`src/rtl/quad_pkg.sv`:
```
// -----------------------------------------------------------------------------
// quad_pkg
// Shared definitions for the quadrature step decoder.
//   - Phase constants, packed as {A, B}
//   - Direction encoding used on the counter's up_down input
//   - Detent accumulator limits (used when DETENT_MODE_EN is defined)
//   - is_fwd / is_rev: classify a single-bit phase change
// -----------------------------------------------------------------------------
package quad_pkg;

    localparam logic [1:0] PH_00 = 2'b00;
    localparam logic [1:0] PH_10 = 2'b10;
    localparam logic [1:0] PH_11 = 2'b11;
    localparam logic [1:0] PH_01 = 2'b01;

    localparam logic DIR_UP   = 1'b0;
    localparam logic DIR_DOWN = 1'b1;

    localparam logic signed [2:0] DETENT_Q_MAX = 3'sd3;
    localparam logic signed [2:0] DETENT_Q_MIN = -3'sd3;

    // Forward order is 00 -> 10 -> 11 -> 01 -> 00.
    function automatic logic is_fwd(input logic [1:0] prev, input logic [1:0] cur);
        logic r;
        case (prev)
            PH_00:   r = (cur == PH_10);
            PH_10:   r = (cur == PH_11);
            PH_11:   r = (cur == PH_01);
            default: r = (cur == PH_00);
        endcase
        return r;
    endfunction

    function automatic logic is_rev(input logic [1:0] prev, input logic [1:0] cur);
        logic r;
        case (prev)
            PH_00:   r = (cur == PH_01);
            PH_01:   r = (cur == PH_11);
            PH_11:   r = (cur == PH_10);
            default: r = (cur == PH_00);
        endcase
        return r;
    endfunction

endpackage

```
`src/rtl/quad_debounce.sv`:
```
// -----------------------------------------------------------------------------
// quad_debounce
// One encoder channel: two-flop synchronizer followed by a stable-count filter.
// The filtered value follows the synchronized input only after the input has
// differed from it for DEBOUNCE_CYCLES consecutive cycles.
//
// Ports
//   clk        in   system clock
//   reset_n    in   synchronous reset, active-low
//   pin_i      in   raw asynchronous pin
//   filt_o     out  debounced level
//   settled_o  out  synchronized input equals the debounced level
// -----------------------------------------------------------------------------
module quad_debounce #(
    parameter int DEBOUNCE_CYCLES = 1000,
    parameter int DB_W            = 10
) (
    input  logic clk,
    input  logic reset_n,
    input  logic pin_i,
    output logic filt_o,
    output logic settled_o
);

    localparam logic [DB_W-1:0] CNT_LAST = DB_W'(DEBOUNCE_CYCLES - 1);

    logic            sync1_q;
    logic            sync2_q;
    logic            filt_q;
    logic            filt_d;
    logic [DB_W-1:0] cnt_q;
    logic [DB_W-1:0] cnt_d;

    always_comb begin
        filt_d = filt_q;
        cnt_d  = '0;
        if (sync2_q != filt_q) begin
            // Last mismatching cycle of the window: accept the new level and
            // leave the counter cleared.
            if (cnt_q == CNT_LAST) begin
                filt_d = sync2_q;
            end else begin
                cnt_d = cnt_q + 1'b1;
            end
        end
    end

    always_ff @(posedge clk) begin
        if (!reset_n) begin
            sync1_q <= 1'b0;
            sync2_q <= 1'b0;
            filt_q  <= 1'b0;
            cnt_q   <= '0;
        end else begin
            sync1_q <= pin_i;
            sync2_q <= sync1_q;
            filt_q  <= filt_d;
            cnt_q   <= cnt_d;
        end
    end

    assign filt_o    = filt_q;
    assign settled_o = (sync2_q == filt_q);

endmodule

```
`src/rtl/quad_step_decoder.sv`:
```
// -----------------------------------------------------------------------------
// quad_step_decoder
// Turns a bouncy mechanical quadrature encoder into one-cycle count commands
// for the up/down display counter.
//
// Ports
//   clk       in   system clock
//   reset_n   in   synchronous reset, active-low
//   quad_a    in   encoder channel A, asynchronous
//   quad_b    in   encoder channel B, asynchronous
//   enable_n  out  step strobe, low for one cycle per step
//   up_down   out  direction of the last step (0 = up, 1 = down)
//   err       out  one-cycle pulse when both channels change together
//
// Build option
//   DETENT_MODE_EN  when defined, sub-steps are accumulated and a single
//                   command is issued per full detent (on the return to 00).
//                   When undefined every legal transition is a step.
// -----------------------------------------------------------------------------
module quad_step_decoder
    import quad_pkg::*;
#(
    parameter int DEBOUNCE_CYCLES = 1000,
    parameter int DB_W            = 10
) (
    input  logic clk,
    input  logic reset_n,
    input  logic quad_a,
    input  logic quad_b,
    output logic enable_n,
    output logic up_down,
    output logic err
);

    logic       filt_a;
    logic       filt_b;
    logic       settled_a;
    logic       settled_b;

    logic [1:0] cur;
    logic [1:0] prev_q;
    logic       primed_q;
    logic       primed_d;
    logic [1:0] flush_q;
    logic       enable_n_q;
    logic       up_down_q;
    logic       err_q;
    logic       step;
    logic       step_dir;
    logic       both_chg;

`ifdef DETENT_MODE_EN
    logic signed [2:0] q_q;
    logic signed [2:0] q_d;
`endif

    quad_debounce #(
        .DEBOUNCE_CYCLES (DEBOUNCE_CYCLES),
        .DB_W            (DB_W)
    ) u_deb_a (
        .clk       (clk),
        .reset_n   (reset_n),
        .pin_i     (quad_a),
        .filt_o    (filt_a),
        .settled_o (settled_a)
    );

    quad_debounce #(
        .DEBOUNCE_CYCLES (DEBOUNCE_CYCLES),
        .DB_W            (DB_W)
    ) u_deb_b (
        .clk       (clk),
        .reset_n   (reset_n),
        .pin_i     (quad_b),
        .filt_o    (filt_b),
        .settled_o (settled_b)
    );

    always_comb begin
        cur      = {filt_a, filt_b};
        both_chg = primed_q && ((cur ^ prev_q) == 2'b11);
        step     = 1'b0;
        step_dir = up_down_q;

        // The synchronizers still hold their reset zeros for two cycles after
        // release; flush_q keeps priming from latching onto those stale values
        // so a resting position of 11 is not mistaken for a real transition.
        primed_d = primed_q | (flush_q[1] & settled_a & settled_b);

`ifdef DETENT_MODE_EN
        q_d = q_q;
        if (primed_q) begin
            if (both_chg) begin
                q_d = '0;
            end else if (is_fwd(prev_q, cur)) begin
                if (cur == PH_00) begin
                    step     = (q_q == DETENT_Q_MAX);
                    step_dir = DIR_UP;
                    q_d      = '0;
                end else begin
                    q_d = q_q + 3'sd1;
                end
            end else if (is_rev(prev_q, cur)) begin
                if (cur == PH_00) begin
                    step     = (q_q == DETENT_Q_MIN);
                    step_dir = DIR_DOWN;
                    q_d      = '0;
                end else begin
                    q_d = q_q - 3'sd1;
                end
            end
        end
`else
        if (primed_q) begin
            if (is_fwd(prev_q, cur)) begin
                step     = 1'b1;
                step_dir = DIR_UP;
            end else if (is_rev(prev_q, cur)) begin
                step     = 1'b1;
                step_dir = DIR_DOWN;
            end
        end
`endif
    end

    always_ff @(posedge clk) begin
        if (!reset_n) begin
            flush_q    <= 2'b00;
            primed_q   <= 1'b0;
            prev_q     <= PH_00;
            enable_n_q <= 1'b1;
            up_down_q  <= DIR_UP;
            err_q      <= 1'b0;
`ifdef DETENT_MODE_EN
            q_q        <= '0;
`endif
        end else begin
            flush_q    <= {flush_q[0], 1'b1};
            primed_q   <= primed_d;
            prev_q     <= cur;
            enable_n_q <= ~step;
            if (step) begin
                up_down_q <= step_dir;
            end
            err_q      <= both_chg;
`ifdef DETENT_MODE_EN
            q_q        <= q_d;
`endif
        end
    end

    assign enable_n = enable_n_q;
    assign up_down  = up_down_q;
    assign err      = err_q;

endmodule
```
`config.mk`:
```
export PLATFORM = sky130hd
export DESIGN_NAME = quad_step_decoder
export DESIGN_NICKNAME = d
export VERILOG_FILES = /design/src/rtl/quad_pkg.sv /design/src/rtl/quad_debounce.sv /design/src/rtl/quad_step_decoder.sv
export SDC_FILE = /design/constraint.sdc
export NUM_CORES = 1
export LEC_CHECK = 0
export CORE_MARGIN = 3
export CORE_UTILIZATION = 57
export CTS_CLUSTER_DIAMETER = 60
export DETAILED_ROUTE_END_ITERATION = 7
export PLACE_DENSITY = 0.72
export REMOVE_ABC_BUFFERS = 1
export SLEW_MARGIN = 15
export SYNTH_ARGS = -nofsm -noshare
export SYNTH_HDL_FRONTEND = slang
export SYNTH_HIERARCHICAL = 1
export SYNTH_SLANG_ARGS = --single-unit
export TNS_END_PERCENT = 10
```
`constraint.sdc`:
```
create_clock -name clk -period 1.7 [get_ports clk]
set_input_delay 0.34 -clock clk [delete_from_list [all_inputs] [get_ports clk]]
set_output_delay 0.34 -clock clk [all_outputs]
set_load 0.005 [all_outputs]
```
After elaboration in Yosys (flattened, before gate mapping)
Cells that the tools add are included.
- logic and storage cells: 58
- input port bits: 4
- bits in registers: 34
- add/sub/neg operators: 2
- muxes and demuxes: 11
- bitwise operators: 8
- equal/unequal tests: 13
- reduce and logical (&&, ||, !) cells: 9
- operator list (operator ; count):
    $add A10 B1 Y10 const B ; 2
    $eq A10 B10 Y1 const B ; 2
    $eq A2 B2 Y1 const B ; 5
    $mux W1 ; 9
    $pmux W1 S3 ; 2
    $reduce_or A3 Y1 ; 2
    $eq A2 B1 Y1 const B ; 2
    $logic_not A2 Y1 ; 2
    $not A1 Y1 ; 4
    $reduce_and A2 Y1 ; 2
    $reduce_and A3 Y1 ; 1
    $and A1 B1 Y1 ; 2
    $eq A1 B1 Y1 ; 2
    $ne A1 B1 Y1 ; 2
    $reduce_bool A2 Y1 ; 1
    $xor A2 B2 Y2 ; 1
    $logic_and A1 B1 Y1 ; 1
    $or A1 B1 Y1 ; 1

Depth between registers and ports, before layout
Gate-level depths: netlist of the first run.
- depth in word-level cells: 9
- gate-level depth with buffers: 4

Hierarchy
Netlist of the first run, hierarchy kept.
- modules (own cells, without submodules) (module ; area an instance (um2) ; seq. area each (um2) ; times used ; cells each):
    quad_debounce ; 583.1 ; 260.2 ; 2 ; 63
    quad_step_decoder ; 282.8 ; 160.2 ; 1 ; 26

Least setup slack after synthesis of the first run
Ideal clock, no wire load.
- kind: reg2reg
- start point: reg u_deb_a.cnt_q[0]
- end point: reg u_deb_a.cnt_q[7]
- cell stages (with the launch flop): 5
- path slack: 0.371 ns
- library setup time: 0.091 ns
- path buffers: 0
- data arrival time: 1.238 ns
- period minus slack after synthesis: 1.329 ns
- cell sequence: dfxtp_1 -> ha_1 -> and4bb_1 -> a32o_1 -> a311oi_1
- longest elaborated chain between the ends: 2
- elaborated cells on any way between the ends: 3
- those cells by class: 1 x add/sub; 1 x eq/ne; 1 x reduce/logical
- ends and longest elaborated chain (element ; line ; RTL):
    start: declaration ; quad_debounce.sv:31 ; logic [DB_W-1:0] cnt_q;
    start signal: assignment ; quad_debounce.sv:58 ; cnt_q <= cnt_d;
    branches (longest 2 deep; another with $add A10 B1 Y10) ; - ;
Several ways; the timed one is not identified.
A chain may end at the register's enable or synchronous reset.

Worst setup path in the final report of the first run
- start point: reg up_down_q (netlist: up_down)
- end point: out up_down
- RTL lines (element ; line ; RTL):
    start: declaration ; quad_step_decoder.sv:46 ; logic up_down_q;
    start signal: assignment ; quad_step_decoder.sv:143 ; up_down_q <= step_dir;
    end: declaration ; quad_step_decoder.sv:31 ; output logic up_down,
No word-level cell between the ends.

==> results of run 1 <==
layer usage:
metal  GRT usage [%]  share of wire (%)  vias up
li1                -                  -      583
met1            23.1                 50      526
met2            27.2                 44       32
met3            7.36                5.7        2
met4            4.75               0.71        0
met5               0                  0        -
cells by family (layout without fill, tap and decap cells):
logic type / Yosys count / count (layout) / synth area share [%]
xor+xnor: 13 / 13 / 8.38
simple gates: 58 / 58 / 23.0
flops: 34 / 34 / 47.0
fa+ha+maj: 2 / 2 / 1.73
compound gates: 34 / 34 / 16.9
buf+inv: 11 / 26 / 3.02
placed cells by master, fill, tap and decap left out, types with 2 or more instances in the layout:
| cell type | instances |
|---|---|
| a311oi_1 | 4 |
| inv_1 | 9 |
| and4_1 | 2 |
| o31ai_1 | 2 |
| dfxtp_1 | 34 |
| nand2_1 | 8 |
| and4bb_1 | 2 |
| and3_1 | 2 |
| xor2_1 | 4 |
| or3_1 | 4 |
| nand4bb_1 | 2 |
| nand3_1 | 10 |
| xnor2_1 | 8 |
| a21boi_0 | 3 |
| a21oi_1 | 5 |
| ha_1 | 2 |
| buf_4 | 3 |
| clkdlybuf4s50_1 | 6 |
| a32o_1 | 2 |
| o311ai_2 | 2 |
| nor2_1 | 10 |
| a31oi_1 | 6 |
| clkbuf_4 | 5 |
| nand4_1 | 6 |
| and2_1 | 10 |
| o21ai_0 | 6 |
| o211ai_1 | 3 |
layout make-up:
class | instances | share of cell area (%)
clock buffer | 7 | 3.41
clock inverter | 1 | 0.310
inverter | 9 | 2.09
multi-input combinational | 107 | 44.8
sequential | 34 | 42.1
tap | 28 | 2.17
timing repair buffer | 9 | 5.11
worst max path at each step:
stage                                   to  depth (start not counted)
after global placement    u_deb_b/cnt_q[7]                          3
after floorplan           u_deb_a/cnt_q[7]                          4
final                              up_down                          1
after global routing      u_deb_b/cnt_q[3]                          4
after CTS                          up_down                          1
after detailed placement  u_deb_a/cnt_q[7]                          3
state kept, by name, indices dropped and copies added, names as in the netlist:
| signal | cells |
|---|---|
| u_deb_a/cnt_q | 10 |
| u_deb_b/cnt_q | 10 |
| flush_q | 2 |
| prev_q | 2 |
| enable_n | 1 |
| err | 1 |
| primed_q | 1 |
| u_deb_a/filt_o | 1 |
| u_deb_a/sync1_q | 1 |
| u_deb_a/sync2_q | 1 |
| u_deb_b/filt_o | 1 |
| u_deb_b/sync1_q | 1 |
| u_deb_b/sync2_q | 1 |
| up_down | 1 |
power breakdown:
group | switching (mW) | internal (mW) | total, mW
Sequential | 0.00688 | 0.808 | 0.815
Combinational | 0.0184 | 0.0199 | 0.0383
Clock | 0.241 | 0.200 | 0.441
==> reports/results.txt, run 1 <==
Final design area excluding fillers - 1620 µm²
Min cycle time layout - 1.53 ns
Asr flop ratio synth - 0%
Most frequent cells after synthesis - dfxtp_1 (34), and2_1 (10), nand3_1 (10), nor2_1 (10), inv_1 (9)
Ant diodes - 0
Via-to-Cell Ratio - 5.86
Crit path required time - 1.36 ns
Startpoint types - register
Gpl congestion - 0.820
Die span in x - 56.4 µm
Number of global-route vias before repair - 1037
Num Clock Sinks - 34
Max-cap violations - 0
Final setup viols - 0
Hold Vio Cnt, Final - 0
Drt wl/cell - 13.1 µm
Ports - 7
Yosys reg bits - 34
Most numerous cell in the Yosys netlist - dfxtp_1
Count of cell types in the netlist - 29
RSZ-0062 raised after global routing - no
Worst setup EP type - output pin
Critical path class - register to output pin
Share of cells above drive strength 1 - 8.38%
DRT Pass-1 Iters - 4
Die height - 56.4 µm
Initial antenna violation count - 0
Post-DP Area - 1560 µm²
Synth top area share - 47.0%
# Post-CTS Setup Buffers - 0
Critical R2R Launch - u_deb_b/cnt_q[0]
Fmax - 653 MHz
Outcome - completed
Leading area contributor after synthesis - dfxtp_1
Top area cells in the synthesized netlist - dfxtp_1 (47%), xnor2_1 (4.8%), and2_1 (4.3%)
DRT Wirelength - 2550 µm
# fillers - 185
Vias - 1143
# hold bufs at CTS - 0
CTS buffer count - 5
Power Density - 800 nW/µm²
Commonest register cell after synthesis - dfxtp_1
Row Count - 17
Worst path slowest cell - clkdlybuf4s50_1
Final design utilization - 69.7%
Final setup TNS - 0 ns
R2R depth - 4
Synth Instances - 152
Crit path max-delay family - buffers and inverters
CTS tree - built
CTS Buffer Depth - 2
Max rail drop VDD - 757 µV
Synthesized area - 1450 µm²
Place WS - 0.142 ns
Synth-to-layout area growth - 11.6%
Area of the multi-input gates - 724 µm²
Clock transition at the registers of the reported paths - 0.09 ns
Core Area - 2320 µm²
Crit-path max cell delay - 0.51 ns
Final worst slack - 0.169 ns
Total GRT Usage - 17.8%
CP max FO - 3
Hold slack final - 0.443 ns
DRT iter0 DRCs - 58
Worst setup startpoint - up_down
Port Buf Inserts - 6
Hold path startpoint - primed_q
CP Cell Sequence - clkdlybuf4s50_1
Routed Antenna Nets - 0
Syn Area/Cell - 9.53 µm²
First-pass GRT wire length - 4460 µm
Post-synth EDFFs - 0
Relative slew slack - 69.7%
Pin count of the biggest net entering global routing - 14
Congestion Overflow GR - 0
Final-report max-slew violation count - 0
Inst Count DP - 187
Nets - 172
Hold crit path type - register to register
# DRC - 0
Crit path buf inv count - 1
Reg2reg end - u_deb_b/cnt_q[7]
Clock root cell - clkbuf_4
Resized cells post-CTS - 0
Critical path arrival - 1.19 ns
Reg area - 681 µm²
Flop2flop setup slack - 0.22 ns
Worst hold path endpoint - enable_n
Fin Clk Skew - 0.00206 ns
Worst skew pair latency - 0.31 ns
Yosys warnings - 6
Final Power - 1.29 mW
Htree depth - 2
Least-Margin Pin Slew - 0.453 ns
Post-route insts no fill - 195
WHS Path Cells - 1
Die Footprint - 3180 µm²
Fin crit share - 90.1%
Sequential element share of the synthesized area - 47.0%
LEAKAGE - 0.528 nW
Initial Util - 62.5%
DP Wirelength - 1830 µm
No activity file was read; power rests on OpenSTA's default activity.
==> run 2, diff against run 1 <==
Settings changed: CORE_ASPECT_RATIO set to 1.2, GPL_ROUTABILITY_DRIVEN set to 0.
==> run 2 against run 1 <==
Count of clock-buffer cells in the layout stayed put. Critical path depth stayed put. Setup slack worse by 0.018 ns. Flip-flop and latch count did not move. First-iteration DRC count decreased by 71%. Final area is 0.70% higher. Clock power grew 4%. Combinational power down 1%. Maximum frequency decreased by 1.2%. Utilization shrank 0.56 points.
==> reports/results.txt, run 2 (synthesis results as in run 1) <==
DRT Pass-1 Iters - 4
Resized cells post-CTS - 0
Drt wl/cell - 13.8 µm
Crit path buf inv count - 1
Clock transition at the registers of the reported paths - 0.10 ns
Critical path class - register to output pin
CTS buffer count - 5
DRT Wirelength - 2750 µm
CP max FO - 3
Final design area excluding fillers - 1630 µm²
Relative slew slack - 69.7%
Outcome - completed
Place WS - 0.0637 ns
DP Wirelength - 2030 µm
Vias - 1165
Initial Util - 61.6%
Share of cells above drive strength 1 - 8.93%
Via-to-Cell Ratio - 5.85
R2R depth - 4
Max rail drop VDD - 840 µV
DRT iter0 DRCs - 17
Worst setup EP type - output pin
Die height - 61.2 µm
Ant diodes - 0
# Post-CTS Setup Buffers - 0
Die Footprint - 3190 µm²
Final setup TNS - 0 ns
# DRC - 0
Worst skew pair latency - 0.33 ns
Crit path required time - 1.36 ns
Largest regs - u_deb_a/cnt_q x10, u_deb_b/cnt_q x10
Final Power - 1.31 mW
Final setup viols - 0
Htree depth - 2
Core Area - 2350 µm²
Startpoint types - register
Nets - 173
Fin crit share - 91.2%
RSZ-0062 raised after global routing - no
CTS tree - built
Initial antenna violation count - 0
Synth-to-layout area growth - 12.3%
Power Density - 807 nW/µm²
Fmax - 645 MHz
Critical path arrival - 1.21 ns
WHS Path Cells - 1
Fin Clk Skew - 0.00525 ns
Most frequent cells in the layout - dfxtp_1 (34), and2_1 (10), nand3_1 (10), nor2_1 (10), inv_1 (9)
Max-cap violations - 0
CP Depth - 1
Row Count - 19
Final worst slack - 0.150 ns
CTS Buffer Depth - 2
Num Clock Sinks - 34
Hold crit path type - register to register
Number of global-route vias before repair - 1083
Crit-path max cell delay - 0.51 ns
Port Buf Inserts - 6
Hold Vio Cnt, Final - 0
Least-Margin Pin Slew - 0.453 ns
Clock root cell - clkbuf_4
Min cycle time layout - 1.55 ns
Total GRT Usage - 19.6%
Pin count of the biggest net entering global routing - 13
Worst path slowest cell - clkdlybuf4s50_1
# hold bufs at CTS - 0
Commonest non-fill, non-tap cell in the layout - dfxtp_1
CP Cell Sequence - clkdlybuf4s50_1
First-pass GRT wire length - 4580 µm
Post-DP Area - 1570 µm²
Routed Antenna Nets - 0
LEAKAGE - 0.534 nW
Ports - 7
Crit path max-delay family - buffers and inverters
Congestion Overflow GR - 0
Final-report max-slew violation count - 0
Die span in x - 52.0 µm
[run 2: cell count changes in the layout (fill, tap and decap cells not counted)]
cell   before  now
buf_4       3    4
[run 2: path summary, 6_finish.rpt]
| kind | start | end | slack, ns |
|---|---|---|---|
| hold reg to reg | primed_q | enable_n | 0.44 |
| hold / removal | primed_q | enable_n | 0.44 |
| setup reg to reg | u_deb_a/cnt_q[0] | u_deb_a/cnt_q[3] | 0.23 |
| setup / recovery | up_down | up_down | 0.15 |
[run 2: area by class of cell]
type,instances,area [µm²]
well taps,31,38.8
clock inverters,1,5.00
multi-input cells,107,724
fillers,185,726
clock buffers,7,55.1
flip-flops and latches,34,681
inverters,9,33.8
repair buffers,10,90.1
[run 2: where the power goes]
part           switching (mW)  leakage [nW]  internal, mW
clock network           0.260        0.0353         0.200
logic                  0.0180         0.223        0.0199
registers             0.00712         0.276         0.808
total                   0.285         0.534          1.03
[run 2: stage by stage]
stage | hold WS [ns] | cells | utilization, %
after floorplan | 0.368 | 150 | -
after global placement | 0.414 | 191 | 66.6
after detailed placement | 0.416 | 191 | 66.6
after CTS | 0.441 | 199 | 69.2
after global routing | 0.458 | 199 | 69.2
final | 0.438 | 199 | 69.2
[run 2: per-layer routing]
layer	GRT usage [%]	wire [µm]	vias up
met4	8.99	36	0
met5	0	0	-
met2	34.3	1420	21
met1	21.4	1180	557
met3	6.78	108	6
li1	-	-	581
==> run 3, diff against run 2 <==
Settings changed: GPL_ROUTABILITY_DRIVEN 0 to 1, HOLD_SLACK_MARGIN set to 0.1.
==> results of run 3 <==
The final DEF is identical to that of run 2; final timing and power are the same.
